$ cat src/rtl/bundle_pkg.sv
// Shared types and sizing helpers for the NAND-multiplexing bundle decoder.
package bundle_pkg;

  typedef enum logic {
    IDLE  = 1'b0,
    COUNT = 1'b1
  } dec_state_t;

  // Width needed to hold a count in the range 0..n.
  function automatic int unsigned cnt_width(input int unsigned n);
    return $clog2(n + 1);
  endfunction

  // Number of CHUNK-wide slices covering an n-line bundle.
  function automatic int unsigned num_chunks(input int unsigned n, input int unsigned chunk);
    if (chunk == 0) return 1;
    return (n + chunk - 1) / chunk;
  endfunction

endpackage

$ cat src/rtl/bundle_threshold_decoder_chunk_popcount.sv
// Combinational popcount of one masked CHUNK-bit slice of the bundle.
module chunk_popcount #(
  parameter int unsigned CHUNK = 4
) (
  input  logic [CHUNK-1:0]             slice,
  input  logic [CHUNK-1:0]             mask,
  output logic [$clog2(CHUNK+1)-1:0]   count
);

  localparam int unsigned PC_W = $clog2(CHUNK + 1);

  always_comb begin
    count = '0;
    for (int unsigned i = 0; i < CHUNK; i++) begin
      count = count + PC_W'(slice[i] & mask[i]);
    end
  end

endmodule

$ cat src/rtl/bundle_threshold_decoder.sv
// Serial bundle popcounter: counts CHUNK lines per cycle, then classifies the
// bundle as stimulated / unstimulated / ambiguous and keeps an ambiguity tally.
module bundle_threshold_decoder
  import bundle_pkg::*;
#(
  parameter int unsigned N         = 10,
  parameter int unsigned CHUNK     = 4,
  parameter int unsigned LO_THRESH = 1,
  parameter int unsigned HI_THRESH = 9,
  parameter int unsigned STAT_W    = 16
) (
  input  logic                       clk,
  input  logic                       reset_n,
  input  logic [N-1:0]               z_i,
  input  logic                       valid_i,
  output logic                       ready_o,
  output logic                       bit_o,
  output logic [$clog2(N+1)-1:0]     count_o,
  output logic                       ambiguous_o,
  output logic                       valid_o,
  output logic [STAT_W-1:0]          amb_total_o
);

  localparam int unsigned CNT_W  = cnt_width(N);
  localparam int unsigned NCHUNK = num_chunks(N, CHUNK);
  localparam int unsigned IDX_W  = (NCHUNK > 1) ? $clog2(NCHUNK) : 1;
  localparam int unsigned PC_W   = $clog2(CHUNK + 1);

  localparam logic [CNT_W:0] N_EXT  = (CNT_W + 1)'(N);
  localparam logic [CNT_W:0] LO_EXT = (CNT_W + 1)'(LO_THRESH);
  localparam logic [CNT_W:0] HI_EXT = (CNT_W + 1)'(HI_THRESH);

  if (LO_THRESH >= HI_THRESH) begin : g_bad_thresh
    $error("bundle_threshold_decoder: LO_THRESH must be below HI_THRESH");
  end
  if (HI_THRESH > N) begin : g_bad_hi
    $error("bundle_threshold_decoder: HI_THRESH exceeds N");
  end
  if (CHUNK < 1 || CHUNK > N) begin : g_bad_chunk
    $error("bundle_threshold_decoder: CHUNK must lie in 1..N");
  end

  dec_state_t        state, next_state;
  logic [N-1:0]      shift_q;
  logic [CNT_W-1:0]  acc_q;
  logic [IDX_W-1:0]  chunk_idx;
  logic [CHUNK-1:0]  chunk_mask;
  logic [PC_W-1:0]   chunk_cnt;
  logic [CNT_W-1:0]  acc_next;
  logic              last_chunk;
  logic [CNT_W:0]    cnt_ext;
  logic [CNT_W:0]    two_cnt;
  logic              bit_next;
  logic              amb_next;

  // Lanes beyond N in the final partial slice are masked off.
  always_comb begin
    chunk_mask = '0;
    for (int unsigned l = 0; l < CHUNK; l++) begin
      chunk_mask[l] = ((32'(chunk_idx) * CHUNK + l) < N);
    end
  end

  chunk_popcount #(.CHUNK(CHUNK)) u_chunk_popcount (
    .slice (shift_q[CHUNK-1:0]),
    .mask  (chunk_mask),
    .count (chunk_cnt)
  );

  always_comb begin
    acc_next   = acc_q + CNT_W'(chunk_cnt);
    last_chunk = (chunk_idx == IDX_W'(NCHUNK - 1));
    cnt_ext    = {1'b0, acc_next};
    two_cnt    = {acc_next, 1'b0};
    bit_next   = (two_cnt > N_EXT);
    amb_next   = (cnt_ext > LO_EXT) && (cnt_ext < HI_EXT);
  end

  always_ff @(posedge clk) begin
    if (!reset_n) state <= IDLE;
    else          state <= next_state;
  end

  always_comb begin
    next_state = state;
    ready_o    = (state == IDLE);
    case (state)
      IDLE:    if (valid_i)    next_state = COUNT;
      COUNT:   if (last_chunk) next_state = IDLE;
      default: next_state = IDLE;
    endcase
  end

  always_ff @(posedge clk) begin
    if (!reset_n) begin
      shift_q     <= '0;
      acc_q       <= '0;
      chunk_idx   <= '0;
      bit_o       <= 1'b0;
      count_o     <= '0;
      ambiguous_o <= 1'b0;
      valid_o     <= 1'b0;
      amb_total_o <= '0;
    end else begin
      valid_o <= 1'b0;
      case (state)
        IDLE: begin
          if (valid_i) begin
            shift_q   <= z_i;
            acc_q     <= '0;
            chunk_idx <= '0;
          end
        end
        COUNT: begin
          shift_q   <= shift_q >> CHUNK;
          acc_q     <= acc_next;
          chunk_idx <= chunk_idx + 1'b1;
          if (last_chunk) begin
            count_o     <= acc_next;
            bit_o       <= bit_next;
            ambiguous_o <= amb_next;
            valid_o     <= 1'b1;
            if (amb_next && (amb_total_o != '1)) amb_total_o <= amb_total_o + 1'b1;
          end
        end
        default: ;
      endcase
    end
  end

endmodule

$ cat config.mk
export PLATFORM = sky130hd
export DESIGN_NAME = bundle_threshold_decoder
export DESIGN_NICKNAME = d
export VERILOG_FILES = /design/src/rtl/bundle_pkg.sv /design/src/rtl/bundle_threshold_decoder_chunk_popcount.sv /design/src/rtl/bundle_threshold_decoder.sv
export SDC_FILE = /design/constraint.sdc
export NUM_CORES = 1
export LEC_CHECK = 0
export CORE_UTILIZATION = 56
export CTS_CLUSTER_SIZE = 40
export DETAILED_ROUTE_END_ITERATION = 16
export GPL_TIMING_DRIVEN = 0
export HOLD_SLACK_MARGIN = 0.1
export PLACE_DENSITY = 0.85
export SYNTH_ARGS = -nofsm -noshare
export SYNTH_HDL_FRONTEND = slang
export SYNTH_SLANG_ARGS = --single-unit
$ cat constraint.sdc
create_clock -name clk -period 6.07 [get_ports clk]
set_input_delay 1.214 -clock clk [delete_from_list [all_inputs] [get_ports clk]]
set_output_delay 1.214 -clock clk [all_outputs]
set_load 0.01 [all_outputs]
==> run_results.csv, run 1 <==
group,metric,value,unit
sta,tightest_slew,634,ps
clock_network,cts_tree,"built",
run,drv_cap,0,
die,dieArea,3830,um^2
yosys,synthCells,234,
routing,drtPass1Iterations,4,
yosys,synth_area_leaders,"dfxtp_1, mux2i_1, nor2_1",
die,io_pins,37,
yosys,syn-num-nets,257,
placement,dp_hpwl,3230,um
die,rows,21,
power_and_ir_drop,p_seq_frac,0.525,
global_routing,use_met3,0.0725,
clock_network,clkTransAtPathRegs,120,ps
sta,min_period_over_period,0.611,
critical_path,crit_path_start_kind,"flop",
routing,drc,0,
critical_path,rr_startpoint,"chunk_idx[1]",
cells_and_area,area_growth,24.1,%
yosys,async_flop_share,0,
die,core_area,3390,um^2
global_routing,overflow,0,
yosys,synth_cell_types,41,
cells_and_area,multi_input_area,1120,um^2
sta,relSlewSlack,0.577,
global_routing,track_usage,0.255,
routing,ant_nets,0,
critical_path,crit_type,"flop to flop",
cells_and_area,diodes,0,
global_routing,grt_pass1_wl,7020,um
placement,place_area,2420,um^2
global_routing,antenna_found_initial,0,
critical_path,worstPathMaxFanout,10,
global_routing,busiest_layer,"met2",
global_routing,met1_usage,0.329,
clock_network,cts_resized,0,
cells_and_area,num-nets-final,299,
clock_network,cts_htree_levels,2,
sta,fin_skew,6.75,ps
sta,fmax,269,MHz
power_and_ir_drop,clkPwrFrac,0.336,
cells_and_area,fillers,265,
clock_network,post-cts-setup-buffer-count,0,
sta,slew_violations,0,
cells_and_area,final-seq-area,801,um^2
die,initial_core_util,0.593,
clock_network,clk_path_buf_depth,2,
sta,rsz0062_at_grt,"no",
power_and_ir_drop,p_sw_frac,0.254,
yosys,avgSynthCellArea,8.59,um^2
power_and_ir_drop,internal_power,387,uW
power_and_ir_drop,leakagePower,0.926,nW
power_and_ir_drop,p_comb_frac,0.139,
sta,setup_viol_count_final,0,
yosys,ys.flop_type,"dfxtp_1",
routing,wl_per_cell,13.6,um
yosys,synthTopCellsByCount,"dfxtp_1, nor2_1, nand2_1",
global_routing,grt_max_degree,13,
cells_and_area,design_area,2490,um^2
routing,vias,1806,
clock_network,cts.hold.buffers_added,0,
power_and_ir_drop,netSwitchingPower,132,uW
clock_network,insertion_delay,360,ps
yosys,seq_area_frac_synth,0.399,
hold_path,worstHoldPathType,"flop to flop",
global_routing,grt_use_met2,0.401,
power_and_ir_drop,ir_drop,0.221,mV
yosys,yosysMostFrequentCell,"dfxtp_1",
yosys,syn_area,2010,um^2
routing,post_drt_via_cell_ratio,5.59,
sta,finalSetupTns,0,ps
die,die_h,61.9,um
clock_network,cts_root_buffer,"clkbuf_4",
yosys,synthDominantCellAreaShare,0.399,
routing,drtIter0Drc,118,
critical_path,worstSetupEndpointType,"flop",
yosys,ys_ff_latch,40,
status,outcome,"completed",
placement,port_buffers,35,
yosys,synth_top_area_cell,"dfxtp_1",
die,die_w,61.9,um
placement,gp_congestion,0.848,
hold_path,hold_start,"count_o[0]",
cells_and_area,drive_gt1_frac,0.0542,
sta,finalHoldViolCount,0,
clock_network,cts_made_buffers,5,
critical_path,cp-startpoint,"chunk_idx[1]",
yosys,yosys_warnings,0,
power_and_ir_drop,powerDensity,208,nW/um^2
sta,fin_crit,3710,ps
yosys,synth_edf_count,0,
global_routing,grt_pass1_vias,1617,
clock_network,clock-sinks,40,
critical_path,crit_required,6360,ps
routing,wl,4400,um
critical_path,cp_data_arrival_time,4000,ps
[through the flow]
step           power [mW]  worst slack, ps  instances  hold slack [ps]  utilization
4_1_cts             0.522             2360        323              481        0.736
5_1_grt             0.543             2210        323              508        0.736
3_3_place_gp        0.348             2510        315              447        0.713
6_report            0.519             2360        323              479        0.736
3_5_place_dp        0.350             2410        315              464        0.713
2_1_floorplan       0.327             2730        234              454            -
[routing by layer]
layer / routed length [um] / part of all wire / vias up
met5: 0 / 0 / -
met3: 241 / 0.055 / 12
li1: - / - / 900
met4: 96 / 0.022 / 0
met1: 2020 / 0.46 / 832
met2: 2040 / 0.46 / 62
[worst paths after layout]
check	endpoint	depth (start not counted)	slack, ps
worst max-delay path	amb_total_o[4]	14	2360
worst min-delay path	count_o[0]	2	480
worst max register to register	amb_total_o[4]	14	2360
worst min register to register	count_o[0]	2	480
[cells in the final DEF (no fill, tap or decap), types with 2 or more instances in the layout]
cell             Yosys  routed
nand2_1             22      22
a211oi_1             2       2
nor2b_1              5       5
a21oi_1             21      21
or3_1                2       2
nor2_1              31      31
clkbuf_1             8       9
and3_1               4       4
fa_1                 2       2
o31ai_1              6       6
nand2b_1            10      10
mux2i_1             18      18
clkdlybuf4s50_1      0      35
ha_1                 8       8
nor3_1               7       7
or4_1                6       6
clkbuf_4             0       5
inv_1                5       5
o21ai_1              2       2
nand3_1              9       9
dfxtp_1             40      40
o21ai_0              3       3
nand4_1              3       3
[cell type report]
class                   instances  share of cell area
clock buffers                   6              0.0166
inverters                       7              0.0105
multi-input cells             176               0.448
plain buffers                  11              0.0261
flip-flops and latches         40               0.321
clock inverters                 2              0.0140
repair buffers                 35               0.140
well taps                      46              0.0231
[worst max-delay path: stages (launching register included)]
cell     delay (ps)
dfxtp_1         370
ha_1            210
nor2b_1         140
fa_1            440
ha_1            220
ha_1            300
inv_1            70
fa_1            410
xor2_1          320
nand2_1         130
nor2_1          130
mux2i_2         140
buf_6           180
nor4b_1         370
mux2i_1         220
[cells by family after synthesis]
kind of cell,synth area share
AO/OA/AOI/OAI,0.117
XOR/XNOR,0.0125
adder cells (fa/ha/maj),0.0697
buffers and inverters,0.0455
flip-flops,0.399
multiplexers,0.0965
AND/OR/NAND/NOR,0.260
[flip-flops by register name, summed over array words and instances, names as in the netlist]
register / flops
count_o: 4
chunk_idx: 2
acc_q: 4
bit_o: 1
state: 1
amb_total_o: 16
shift_q: 10
ambiguous_o: 1
valid_o: 1
[power groups by stage]
| stage | clock [mW] | sequential [mW] | combinational [mW] |
|---|---|---|---|
| 3_5_place_dp | 0 | 0.278 | 0.0717 |
| 6_report | 0.175 | 0.272 | 0.0722 |
| 4_1_cts | 0.177 | 0.272 | 0.0721 |
| 5_1_grt | 0.190 | 0.273 | 0.0800 |
| 2_1_floorplan | 0 | 0.278 | 0.0499 |
| 3_3_place_gp | 0 | 0.278 | 0.0702 |
Power figures use the tool's default switching activity.
==> run 2, diff against run 1 <==
CORE_UTILIZATION = 52   (was 56)
PLACE_DENSITY = 0.79   (was 0.85)
clock period = 3.8 ns   (was 6.07 ns; I/O delays follow)
==> run_results.csv, run 2 (synthesis gave the netlist of run 1 again) <==
group,metric,value,unit
status,outcome,"completed",
clock_network,clkTransAtPathRegs,80,ps
routing,ant_nets,0,
critical_path,crit_path_start_kind,"flop",
power_and_ir_drop,p_comb_frac,0.129,
cells_and_area,final_core_util,0.694,
clock_network,clk_path_buf_depth,2,
critical_path,cp_data_arrival_time,3810,ps
sta,min_period_over_period,0.945,
critical_path,cpPeakStageDelay,460,ps
die,initial_core_util,0.545,
global_routing,grt_max_degree,14,
critical_path,cp-startpoint,"chunk_idx[1]",
power_and_ir_drop,clkPwrFrac,0.389,
sta,relSlewSlack,0.567,
clock_network,cts_tree,"built",
global_routing,track_usage,0.236,
run,drv_cap,0,
cells_and_area,largest_reg_flops,16,
die,io_pins,37,
cells_and_area,drive_gt1_frac,0.0717,
die,dieArea,4120,um^2
critical_path,crit_slowest_cell,"mux2i_2",
critical_path,path_delay_family,"adder cells",
cells_and_area,num-nets-final,301,
cells_and_area,diodes,0,
sta,fin_skew,6.20,ps
critical_path,worstPathMaxFanout,10,
die,core_area,3690,um^2
global_routing,overflow,0,
sta,fin_crit,3590,ps
die,die_h,64.2,um
routing,drtIter0Drc,155,
power_and_ir_drop,p_total,902,uW
sta,finalHoldViolCount,0,
routing,wl_per_cell,13.5,um
global_routing,grt_pass1_wl,7520,um
routing,drtPass1Iterations,4,
hold_path,worstHoldPathType,"flop to flop",
routing,post_drt_via_cell_ratio,5.47,
critical_path,rr_startpoint,"chunk_idx[1]",
clock_network,cts_root_buffer,"clkbuf_8",
critical_path,worstSetupEndpointType,"flop",
critical_path,crit_required,4020,ps
power_and_ir_drop,powerDensity,352,nW/um^2
cells_and_area,max_flop_register,"amb_total_o",
sta,fmax,278,MHz
critical_path,crit_type,"flop to flop",
power_and_ir_drop,leakagePower,0.950,nW
sta,slew_violations,0,
cells_and_area,layout_common_cells,"dfxtp_1, clkdlybuf4s50_1, nor2_1",
placement,gp_congestion,0.822,
power_and_ir_drop,netSwitchingPower,227,uW
placement,port_buffers,35,
critical_path,path_buf_inv,2,
critical_path,path_cells,"ha_1 -> nor2b_1 -> fa_1 -> ha_1 -> ha_1 -> ha_1 -> a21o_1 -> a21oi_2 -> xnor2_2 -> mux2i_2 -> buf_6 -> buf_12 -> o31ai_1 -> a21oi_1",
sta,finalSetupTns,0,ps
die,die_w,64.2,um
clock_network,cts_htree_levels,2,
sta,whs,455,ps
routing,drc,0,
routing,wl,4420,um
cells_and_area,final_common_cell,"dfxtp_1",
global_routing,grt_pass1_vias,1634,
sta,rsz0062_at_grt,"no",
power_and_ir_drop,p_seq_frac,0.482,
global_routing,antenna_found_initial,0,
routing,vias,1788,
clock_network,insertion_delay,290,ps
clock_network,clock-sinks,40,
cells_and_area,area_growth,27.4,%
hold_path,hold_start,"count_o[0]",
power_and_ir_drop,ir_drop,0.234,mV
die,rows,22,
sta,tightest_slew,650,ps
critical_path,cpMostUsedCell,"ha_1",
power_and_ir_drop,internal_power,675,uW
cells_and_area,largestRegisters,"amb_total_o: 16 flops, shift_q: 10 flops",
sta,setup_viol_count_final,0,
power_and_ir_drop,p_sw_frac,0.252,
placement,dp_hpwl,3090,um
clock_network,cts_made_buffers,5,
run 2: cell type report:
type                    count  area, um^2
plain buffers              11        65.1
multi-input cells         176        1130
fillers                   310        1130
well taps                  48        60.1
clock buffers               5        68.8
flip-flops and latches     40         801
inverters                   7        26.3
repair buffers             37         365
clock inverters             3        42.5
run 2: what timing repair did:
| action | 4_1_cts | 5_1_grt |
|---|---|---|
| buffers inserted | 0 | 2 |
| hold endpoints to repair | 0 | 0 |
| resized for setup | 0 | 2 |
| endpoints found under the setup margin | 0 | 8 |
| hold buffers | 0 | 0 |
run 2: routing by layer:
metal,track usage,part of all wire
met1,0.316,0.46
met2,0.370,0.48
met3,0.0518,0.054
met4,0.0889,0.011
met5,0,0
run 2: worst register-to-register path, stage by stage, from the launching register on:
cell,delay (ps)
dfxtp_1,360
ha_1,200
nor2b_1,140
fa_1,430
ha_1,210
ha_1,290
ha_1,280
a21o_1,170
a21oi_2,240
xnor2_2,190
mux2i_2,460
buf_6,220
buf_12,130
o31ai_1,70
a21oi_1,140
run 2: final timing paths:
| check | endpoint | slack [ps] | cells past startpoint |
|---|---|---|---|
| setup / recovery | amb_total_o[13] | 210 | 14 |
| hold / removal | count_o[0] | 460 | 2 |
| setup reg to reg | amb_total_o[13] | 210 | 14 |
| hold reg to reg | count_o[0] | 460 | 2 |
run 2: stage by stage:
| step | instance area (um^2) | instances | setup WS (ps) |
|---|---|---|---|
| floorplan | 2010 | 234 | 457 |
| global placement | 2420 | 317 | 206 |
| detailed placement | 2420 | 317 | 145 |
| CTS | 2530 | 325 | 111 |
| global route | 2560 | 327 | 11.5 |
| finish | 2560 | 327 | 208 |
run 2: power groups by stage:
| stage | Combinational (mW) | Clock (mW) | Sequential [mW] |
|---|---|---|---|
| after CTS | 0.116 | 0.356 | 0.435 |
| after global placement | 0.112 | 0 | 0.444 |
| after floorplan | 0.0797 | 0 | 0.443 |
| final | 0.116 | 0.351 | 0.435 |
| after global routing | 0.131 | 0.373 | 0.436 |
| after detailed placement | 0.115 | 0 | 0.445 |
